<file path="config.mk">
export PLATFORM = sky130hd
export DESIGN_NAME = fetch_ctrl
export DESIGN_NICKNAME = d
export VERILOG_FILES = /design/src/rtl/fetch_ctrl.sv
export SDC_FILE = /design/constraint.sdc
export NUM_CORES = 1
export LEC_CHECK = 0
export BUFFER_PORTS_ARGS = -buffer_cell sky130_fd_sc_hd__buf_2
export CAP_MARGIN = 20
export CORE_AREA = 2 2 127 117
export CTS_CLUSTER_DIAMETER = 40
export DETAILED_ROUTE_END_ITERATION = 8
export DIE_AREA = 0 0 129 119
export PLACE_DENSITY = 0.82
export SLEW_MARGIN = 20
export SYNTH_ARGS = -nofsm -noshare
export SYNTH_HDL_FRONTEND = slang
export SYNTH_SLANG_ARGS = --single-unit
</file>
<file path="constraint.sdc">
create_clock -name clk -period 11.4 [get_ports clk]
set_clock_uncertainty 0.05 [all_clocks]
set_input_delay 0.57 -clock clk [delete_from_list [all_inputs] [get_ports clk]]
set_output_delay 0.57 -clock clk [all_outputs]
set_load 0.01 [all_outputs]
</file>
<file path="src/rtl/fetch_ctrl.sv">
// Fetch sequencer: owns the fetch PC, issues req/ack fetches to instruction memory,
// buffers one instruction for IF/ID, and applies redirects, trap vectoring and flushes.
module fetch_ctrl #(
  parameter int unsigned XLEN     = 32,
  parameter logic [XLEN-1:0] RESET_PC = 32'h0000_0000,
  parameter logic [XLEN-1:0] TRAP_VEC = 32'h0000_0100
) (
  input  logic            clk,
  input  logic            reset,
  input  logic            StallF,
  input  logic            redirect_valid,
  input  logic [XLEN-1:0] redirect_pc,
  input  logic            trap_valid,
  output logic            imem_req,
  output logic [XLEN-1:0] imem_addr,
  input  logic            imem_ack,
  input  logic [31:0]     imem_rdata,
  output logic [XLEN-1:0] PCF,
  output logic            instr_valid,
  output logic [31:0]     instr,
  output logic [XLEN-1:0] instr_pc,
  output logic            fetch_busy
);

  typedef enum logic [1:0] {IDLE, WAIT, DRAIN} state_t;

  localparam logic [31:0] NOP = 32'h0000_0013;

  state_t          r_state;
  logic [XLEN-1:0] r_pc;
  logic [XLEN-1:0] r_req_addr;
  logic            r_instr_valid;
  logic [31:0]     r_instr;
  logic [XLEN-1:0] r_instr_pc;

  logic            w_consume;
  logic            w_flush;
  logic            w_issue;
  logic [XLEN-1:0] w_target;

  always_comb begin
    w_consume = r_instr_valid & ~StallF;
    w_flush   = trap_valid | redirect_valid;
    w_issue   = ~w_flush & (~r_instr_valid | w_consume);
    w_target  = trap_valid ? TRAP_VEC : {redirect_pc[XLEN-1:2], 2'b00};
  end

  // Request is gated by reset so the bus is quiet while reset is held.
  always_comb begin
    imem_req  = 1'b0;
    imem_addr = r_pc;
    if (!reset) begin
      case (r_state)
        IDLE:    imem_req = w_issue;
        default: begin
          imem_req  = 1'b1;
          imem_addr = r_req_addr;
        end
      endcase
    end
  end

  always_ff @(posedge clk or posedge reset) begin
    if (reset) begin
      r_state       <= IDLE;
      r_pc          <= RESET_PC;
      r_req_addr    <= '0;
      r_instr_valid <= 1'b0;
      r_instr       <= NOP;
      r_instr_pc    <= '0;
    end else begin
      case (r_state)
        IDLE: begin
          if (w_flush) begin
            r_pc          <= w_target;
            r_instr_valid <= 1'b0;
          end else if (w_issue && imem_ack) begin
            r_instr       <= imem_rdata;
            r_instr_pc    <= r_pc;
            r_instr_valid <= 1'b1;
            r_pc          <= r_pc + XLEN'(4);
          end else if (w_issue) begin
            r_req_addr    <= r_pc;
            r_state       <= WAIT;
            r_instr_valid <= 1'b0;
          end else if (w_consume) begin
            r_instr_valid <= 1'b0;
          end
        end
        WAIT: begin
          if (w_flush) begin
            r_pc          <= w_target;
            r_instr_valid <= 1'b0;
            r_state       <= imem_ack ? IDLE : DRAIN;
          end else if (imem_ack) begin
            r_instr       <= imem_rdata;
            r_instr_pc    <= r_req_addr;
            r_instr_valid <= 1'b1;
            r_pc          <= r_req_addr + XLEN'(4);
            r_state       <= IDLE;
          end
        end
        DRAIN: begin
          // Stale response is dropped; a further flush only retargets the PC.
          if (w_flush) begin
            r_pc          <= w_target;
            r_instr_valid <= 1'b0;
          end
          if (imem_ack) r_state <= IDLE;
        end
        default: r_state <= IDLE;
      endcase
    end
  end

  always_comb begin
    PCF         = r_pc;
    instr_valid = r_instr_valid;
    instr       = r_instr;
    instr_pc    = r_instr_pc;
    fetch_busy  = (r_state == WAIT) || (r_state == DRAIN);
  end

endmodule

</file>
==> metrics.txt, run 1 <==
CP arrival 2.89 ns; Detail Placement HPWL 15,500 um; DIE HEIGHT 119 um; Num CTS Buffers 17; die area 15,400 sq um; vias in the first global route 7,160; PD cells 291 nW/um^2; sequential fraction of the synthesis area 0.402; worst-margin pin slew 1.07 ns; Combinational Power Share 0.462; number of synthesized flops with an enable pin 0; fraction of registers with async set/reset 1.00; synth unique cells 80; hold_buf cts 0; initial detailed-routing violation count 1,108; drt drc 0; CTS tree done; RSZ-0062 raised after global routing no; Pint 1.65 mW; Placer Congestion 0.902; Avg Cell Area, Syn 9.64 sq um; min cycle time layout 3.51 ns; Final Max Tran Viols 0; DR pass1 iterations 6; fmax 285 MHz; register bit count reported by yosys 131; main flop type after synthesis dfrtp_1; TNS Setup 0 ns; clock network fraction of total power 0.206; grt total ovfl 0; outcome finished clean; clk sink count 131; first-pass GRT wire length 37,200 um; worst hold margin 0.150 ns; Min-Delay Path Class primary input to async pin; fin cells 1,219; drt total wl 23,500 um; Finished Core Util 0.689; standard-cell row count 42; worst rel slew slack 0.283; maximum root-to-sink buffer count 2; max cap viols 0; CP Max Fanout 37; post_cts resized 0; CP Data Required Time 10.78 ns; Synthesis Warnings 0; total setup buffers inserted after CTS 0; R2R depth 8; number of port buffers 198; post-synth top area share 0.393; Clk Latency, worst-skew pair 0.43 ns; CP startpoint kind flip-flop; number of failing hold endpoints at the final stage 0; Leak Pwr 4.50 nW; gate count of the mapped netlist 846; Sw Share 0.423; peak supply drop 239 uV; final period utilization 0.308; flop2flop setup slack 7.98 ns; Ports 201; most frequent cell after synthesis dfrtp_1; Total Power 2.86 mW; Setup-failing EPs final 0; Psw 1.21 mW; Die W 129 um; H-Tree Depth 4; CP Class flip-flop to primary output; largest net degree at the start of global routing 84; dpl cells 1,186; Synth area leader dfrtp_1; final net count 1,083; total global routing track utilization 0.307; initial antenna violation count 1; Seq pwr share 0.332; area grow syn2layout 20.3%; share of layout cells above drive strength 1 0.369; drt wl/cell 19.3 um; post-route ant nets 0; Core Area 14,200 sq um; initial core utilization 0.573; Clock Pin Slew Worst Setup and Hold Paths 0.06 ns; DR vias 7,601; Root Driver clkbuf_16; Mapped Area 8160 sq um; Synth top cells by count 128 x dfrtp_1, 105 x nand2_1, 87 x mux2_2; largest cells by area after synthesis dfrtp_1 39%, mux2_2 12%, nand2_1 4.8%, o21ai_0 4.7%, mux2i_1 4.0%; worst flop-to-flop path endpoint PCF[17]; Post-Syn Nets 922; worst r2r src r_state[1]; CP Capture Type primary output; Vias/cell 6.24
## state kept, by name, summed over array words and instances (netlist names)
name and count:
r_req_addr 32, instr_valid 1, instr 32, PCF 32, instr_pc 32, r_state 2
## critical path, stage by stage, from the launching register on
cell	delay, ns
dfrtp_1	0.43
inv_1	0.11
ha_1	0.43
nor2_4	0.91
mux2_2	0.43
buf_2	0.14
## final cells by class
class	count	area (sq um)
fillers	1096	4430
clock buffers	19	453
multi-input cells	632	4510
repair buffers	209	1080
well taps	198	248
diodes	1	2.50
flip-flops and latches	131	3280
clock inverters	13	181
inverters	16	65.1
## per-layer routing
layer	up-vias	global-route usage	share of wire
li1	3429	-	-
met4	0	0.109	0.029
met1	3652	0.413	0.40
met3	67	0.0728	0.093
met5	-	0	0
met2	453	0.486	0.48
## cell usage in the layout, fill, tap and decap left out, types with 10 or more instances in the layout
cell type / Yosys / layout
clkbuf_16: 0 / 17
nand3_1: 28 / 28
mux2i_1: 33 / 33
nor3_1: 10 / 10
nor2_1: 39 / 37
buf_4: 2 / 10
a21oi_1: 47 / 47
nand2_1: 105 / 105
buf_2: 29 / 198
mux2_2: 87 / 87
xnor2_1: 17 / 17
a31oi_1: 10 / 10
dfrtp_1: 128 / 128
o21ai_0: 77 / 77
nand4_1: 20 / 20
inv_1: 16 / 15
xor2_1: 11 / 11
## power groups by stage
stage	clock network [mW]	logic [mW]	registers (mW)
after floorplan	0	0.888	0.918
after global placement	0	1.26	0.924
after detailed placement	0	1.30	0.940
after CTS	0.591	1.32	0.937
after global routing	0.612	1.43	0.980
final	0.588	1.32	0.950
## worst max path at each step
stage                           from       endpoint  slack (ns)  depth (start not counted)
final                     r_state[0]  imem_addr[11]        7.89                          5
after detailed placement  r_state[1]        PCF[23]        8.07                         10
after global placement    r_state[1]        PCF[23]        8.10                         10
after global routing      r_state[0]  imem_addr[11]        7.74                          5
after CTS                 r_state[0]  imem_addr[11]        7.90                          5
after floorplan                reset         PCF[0]        7.29                          1
## logic make-up after synthesis
logic type | Yosys count | synth area share
multiplexers | 120 | 0.161
AND/OR/NAND/NOR | 265 | 0.175
AO/OA/AOI/OAI | 213 | 0.174
buffers and inverters | 83 | 0.0491
adder cells (fa/ha/maj) | 6 | 0.00920
XOR/XNOR | 28 | 0.0301
flip-flops | 131 | 0.402
## per-stage QoR
stage                     cell area [sq um]  worst slack [ns]
after floorplan                        8160              7.29
after global placement                 9170              8.10
after detailed placement               9170              8.07
after CTS                              9810              7.90
after global routing                   9810              7.74
final                                  9810              7.89
Note: power is estimated with default switching activity, not from simulation.
==> run 2, diff against run 1 <==
--- a/config.mk
+++ b/config.mk
@@ -7,11 +7,11 @@
 export LEC_CHECK = 0
 export BUFFER_PORTS_ARGS = -buffer_cell sky130_fd_sc_hd__buf_2
 export CAP_MARGIN = 20
-export CORE_AREA = 2 2 127 117
+export CORE_AREA = 2 2 133 122
 export CTS_CLUSTER_DIAMETER = 40
 export DETAILED_ROUTE_END_ITERATION = 8
-export DIE_AREA = 0 0 129 119
-export PLACE_DENSITY = 0.82
+export DIE_AREA = 0 0 135 124
+export PLACE_DENSITY = 0.76
 export SLEW_MARGIN = 20
 export SYNTH_ARGS = -nofsm -noshare
 export SYNTH_HDL_FRONTEND = slang
==> constraint.sdc (replaced) <==
create_clock -name clk -period 3.3 [get_ports clk]
set_clock_uncertainty 0.05 [all_clocks]
set_input_delay 0.165 -clock clk [delete_from_list [all_inputs] [get_ports clk]]
set_output_delay 0.165 -clock clk [all_outputs]
set_load 0.01 [all_outputs]
==> run 2 against run 1 <==
Total power grew to 3.4 times the previous value. Routed wire length is 2.7% higher. Critical path depth is 2 higher. Die area up 9.0%. Count of clock-buffer cells in the layout fell by 2. Register-to-register slack worse by 7.4 ns. Sequential share of layout area is 1.4 points lower. Worst setup slack got worse by 7.5 ns. Clock power grew to 3.0 times the previous value. Largest power group unchanged.
==> metrics.txt, run 2 (synthesis results as in run 1) <==
share of layout cells above drive strength 1 0.362; fin cells 1,274; CTS tree done; drt wl/cell 18.9 um; Critical Path Source r_state[0]; CP startpoint kind flip-flop; total setup buffers inserted after CTS 0; Seq pwr share 0.335; CP Max Fanout 20; Final Max Tran Viols 0; dpl cells 1,200; total global routing track utilization 0.294; Clk Latency, worst-skew pair 0.43 ns; fillers 1,230; Clock Pin Slew Worst Setup and Hold Paths 0.06 ns; first-pass GRT wire length 38,700 um; standard-cell row count 43; min cycle time layout 2.94 ns; worst path cell trace inv_1 > ha_1 > buf_4 > nor2_4 > buf_12 > mux2_2 > buf_2; TNS Setup 0 ns; Finished Core Util 0.671; Core Area 15,300 sq um; post-route ant nets 0; peak supply drop 530 uV; Num CTS Buffers 17; Pint 5.47 mW; Ports 201; Leak Pwr 4.68 nW; Hold Path Depth 3; critical path's largest stage delay 0.44 ns; worst path bufs/invs 4; crit path max-delay cell type dfrtp_1; Setup-failing EPs final 0; family with the most delay on the worst path buffers and inverters; setup ws final 0.361 ns; drt total wl 24,100 um; worst rel slew slack 0.425; Levels on crit path 7; maximum root-to-sink buffer count 2; number of failing hold endpoints at the final stage 0; final period utilization 0.891; Combinational Power Share 0.482; initial core utilization 0.534; commonest non-fill, non-tap cells in the layout 198 x buf_2, 128 x dfrtp_1, 105 x nand2_1; PD cells 945 nW/um^2; clk sink count 131; worst r2r src r_state[1]; largest net degree at the start of global routing 71; Psw 4.22 mW; H-Tree Depth 4; Root Driver clkbuf_16; RSZ-0062 raised after global routing no; outcome finished clean; Die W 135 um; number of port buffers 198; Min-Delay Path Class primary input to flip-flop; max cap viols 0; CP Class flip-flop to primary output; Sw Share 0.436; die area 16,700 sq um; fmax 340 MHz; DR pass1 iterations 6; final net count 1,133; area grow syn2layout 25.7%; DIE HEIGHT 124 um; CP Capture Type primary output; Detail Placement HPWL 16,200 um; hold_sp redirect_pc[24]; initial detailed-routing violation count 754; drt drc 0; R2R depth 8; commonest non-fill, non-tap cell in the layout buf_2; grt total ovfl 0; DR vias 7,706; clock network fraction of total power 0.183; vias in the first global route 7,450; Placer Congestion 0.926; pre-CTS WS 0.615 ns; CP arrival 2.72 ns; Vias/cell 6.05; initial antenna violation count 2; worst-margin pin slew 0.862 ns; CP Data Required Time 3.08 ns
-- run 2: tightest hold or removal path, stage by stage --
cell	delay (ns)
buf_2	0.11
a221oi_2	0.06
a21oi_1	0.11
-- run 2: per-layer routing --
layer	track usage	up-vias	wire, um
met3	0.0464	42	1890
met1	0.398	3735	10300
li1	-	3545	-
met2	0.480	384	11500
met5	0	-	0
met4	0.115	0	457
-- run 2: layout make-up --
| type | count | area [sq um] | share of cell area |
|---|---|---|---|
| Timing Repair Buffer | 259 | 1600 | 0.156 |
| Multi-Input combinational cell | 632 | 4510 | 0.439 |
| Tap cell | 202 | 253 | 0.0246 |
| Clock buffer | 17 | 425 | 0.0415 |
| Inverter | 16 | 63.8 | 0.00622 |
| Antenna cell | 2 | 5.00 | 0.000488 |
| Clock inverter | 15 | 125 | 0.0122 |
| Sequential cell | 131 | 3280 | 0.320 |
-- run 2: power groups by stage --
stage                     Clock (mW)  Sequential, mW  Combinational, mW
after floorplan                    0            3.17               3.07
after global placement             0            3.21               4.46
after detailed placement           0            3.24               4.56
after CTS                       1.79            3.22               4.64
after global routing            1.86            3.37               5.10
final                           1.77            3.25               4.67
-- run 2: final timing paths --
| check | slack, ns | endpoint |
|---|---|---|
| setup / recovery | 0.36 | imem_addr[21] |
| hold / removal | 0.01 | PCF[24] |
| setup reg to reg | 0.59 | PCF[23] |
| hold reg to reg | 0.42 | instr_pc[12] |
| max in group asynchronous | 2.43 | instr_pc[21] |
| min in group asynchronous | 0.22 | instr_pc[31] |
-- run 2: timing repair --
| action | 4_1_cts | 5_1_grt |
|---|---|---|
| resized for setup | 0 | 0 |
| endpoints found under the hold margin | 74 | 0 |
| hold buffers | 39 | 0 |
-- run 2: stage by stage --
stage / hold slack [ns] / area (sq um) / total power [mW]
after floorplan: 0.266 / 8160 / 6.24
after global placement: 0.346 / 9290 / 7.67
after detailed placement: 0.351 / 9290 / 7.80
after CTS: 0.00326 / 10200 / 9.64
after global routing: 0.0380 / 10300 / 10.3
final: 0.0108 / 10300 / 9.69
==> run 3, diff against run 2 <==
--- a/config.mk
+++ b/config.mk
@@ -5,12 +5,13 @@
 export SDC_FILE = /design/constraint.sdc
 export NUM_CORES = 1
 export LEC_CHECK = 0
+export ABC_AREA = 1
 export BUFFER_PORTS_ARGS = -buffer_cell sky130_fd_sc_hd__buf_2
 export CAP_MARGIN = 20
-export CORE_AREA = 2 2 133 122
+export CORE_AREA = 2 2 135 124
 export CTS_CLUSTER_DIAMETER = 40
 export DETAILED_ROUTE_END_ITERATION = 8
-export DIE_AREA = 0 0 135 124
+export DIE_AREA = 0 0 137 126
 export PLACE_DENSITY = 0.76
 export SLEW_MARGIN = 20
 export SYNTH_ARGS = -nofsm -noshare
==> run 3 against run 2 <==
Flip-flop and latch count did not move. Combinational power fell by 2%. Non-clock buffer count fell by 9. Global-route usage rose by 5.7 points. Die area rose by 3.1%. Maximum frequency rose by 9.9%. Via count rose by 27%. Sequential power rose by 4%. Clock power rose by 9%. Count of clock-buffer cells in the layout rose by 2. Highest routed layer unchanged. Critical path type unchanged.
==> metrics.txt, run 3 <==
outcome finished clean; fraction of registers with async set/reset 1.00; DR vias 9,770; largest cells by area after synthesis dfrtp_1 37%, nand2_1 23%, nand3_1 8.5%, o21ai_0 6.2%, nor2_1 5.6%; grt total ovfl 0; Hold Path Depth 5; gate count of the mapped netlist 1,341; worst-margin pin slew 0.675 ns; Setup-failing EPs final 0; total global routing track utilization 0.351; Vias/cell 5.56; maximum root-to-sink buffer count 2; standard-cell row count 44; flop2flop setup slack 0.75 ns; Synth top cells by count 518 x nand2_1, 145 x nand3_1, 128 x dfrtp_1, 128 x nor2_1, 107 x inv_1; register bit count reported by yosys 131; Core Area 15,900 sq um; RSZ-0062 raised after global routing no; largest net degree at the start of global routing 57; initial antenna violation count 0; Post-Syn Nets 1,417; grt met3 use 0.0809; Critical Path Source r_state[0]; worst flop-to-flop path endpoint PCF[10]; initial core utilization 0.541; DIE HEIGHT 126 um; Leak Pwr 5.16 nW; TNS Setup 0 ns; drt wl/cell 17.1 um; most frequent cell after synthesis nand2_1; drt drc 0; CP Max Fanout 30; min cycle time layout 2.67 ns; peak supply drop 743 uV; dpl cells 1,692; area grow syn2layout 23.5%; worst r2r src r_state[0]; Final Max Tran Viols 0; commonest non-fill, non-tap cells in the layout 518 x nand2_1, 198 x buf_2, 145 x nand3_1; final period utilization 0.810; max cap viols 0; Ports 201; Root Driver clkbuf_16; vias in the first global route 8,519; fmax 374 MHz; CP Data Required Time 3.08 ns; PD cells 934 nW/um^2; fin cells 1,756; Min-Delay Path Class primary input to flip-flop; total setup buffers inserted after CTS 0; Synthesis Warnings 0; number of synthesized flops with an enable pin 0; CP arrival 2.46 ns; GR Util met1 0.523; sequential fraction of the synthesis area 0.383; initial detailed-routing violation count 1,102; CP Class flip-flop to primary output; Die W 137 um; hold_sp redirect_pc[30]; most used routing layer met1; Finished Core Util 0.668; worst rel slew slack 0.550; clk sink count 131; Placer Congestion 0.992; met2 usage 0.520; Clk Latency, worst-skew pair 0.42 ns; main flop type after synthesis dfrtp_1; share of layout cells above drive strength 1 0.172; Total Power 9.89 mW; Avg Cell Area, Syn 6.39 sq um; Hold Crit Endpoint PCF[30]; drt total wl 30,000 um; Detail Placement HPWL 21,300 um; CP startpoint kind flip-flop; CTS tree done; Synth area leader dfrtp_1; number of port buffers 198; die area 17,300 sq um; placement-stage cell area 9670 sq um; DR pass1 iterations 6; H-Tree Depth 4; synth unique cells 34; commonest non-fill, non-tap cell in the layout nand2_1; Mapped Area 8570 sq um; CP Capture Type primary output; number of failing hold endpoints at the final stage 0; post-synth top area share 0.374; cell area after layout 10,600 sq um; post-route ant nets 0; first-pass GRT wire length 46,700 um; Clock Pin Slew Worst Setup and Hold Paths 0.06 ns; R2R depth 10; Antenna Cells 0; Num CTS Buffers 17; final net count 1,613
==> run 3: cells by family after synthesis <==
family,share of synthesized area
adders and majority gates,0.00876
muxes,0.00131
DFF,0.383
xor gates and xnor gates,0.00613
buffers and inverters,0.0886
and+or+nand+nor,0.387
AOI/OAI and AO/OA,0.126
==> run 3: layout make-up <==
| class | instances | area (sq um) |
|---|---|---|
| Inverter | 111 | 420 |
| Sequential cell | 131 | 3280 |
| Fill cell | 1441 | 5270 |
| Tap cell | 207 | 259 |
| Clock buffer | 19 | 433 |
| Timing Repair Buffer | 250 | 1490 |
| Clock inverter | 12 | 158 |
| Multi-Input combinational cell | 1026 | 4550 |
==> run 3: worst max path at each step <==
| stage | slack, ns | end |
|---|---|---|
| finish | 0.63 | imem_addr[15] |
| global route | 0.48 | imem_addr[15] |
| CTS | 0.69 | imem_addr[13] |
| detailed placement | 0.79 | PCF[10] |
| global placement | 0.92 | PCF[10] |
| floorplan | 1.27 | PCF[15] |
==> run 3: through the flow <==
| step | hold slack [ns] | worst slack [ns] |
|---|---|---|
| finish | 0.0411 | 0.626 |
| floorplan | 0.205 | 1.27 |
| global route | 0.0731 | 0.481 |
| global placement | 0.174 | 0.916 |
| CTS | 0.0328 | 0.689 |
| detailed placement | 0.170 | 0.794 |
==> run 3: routing by layer <==
layer	wire length [um]	up-vias
met1	12900	4433
met3	3660	46
li1	-	4701
met5	0	-
met2	13000	590
met4	507	0
==> run 3: worst max-delay path: stages (launching register included) <==
cell and delay, ns:
dfrtp_1 0.45, inv_1 0.09, ha_1 0.33, nor2_4 0.36, buf_4 0.34, nand2_1 0.15, o21ai_0 0.13, buf_2 0.17
==> run 3: power by group <==
part           switching [mW]  leakage [nW]  internal, mW
combinational            2.91          3.26          1.68
clock                   0.738         0.280          1.19
sequential               1.01          1.62          2.36
total                    4.66          5.16          5.22
==> run 3: what timing repair did <==
action | CTS | global route
resized for setup | 0 | 0
endpoints found under the hold margin | 45 | 0
hold buffers | 33 | 0
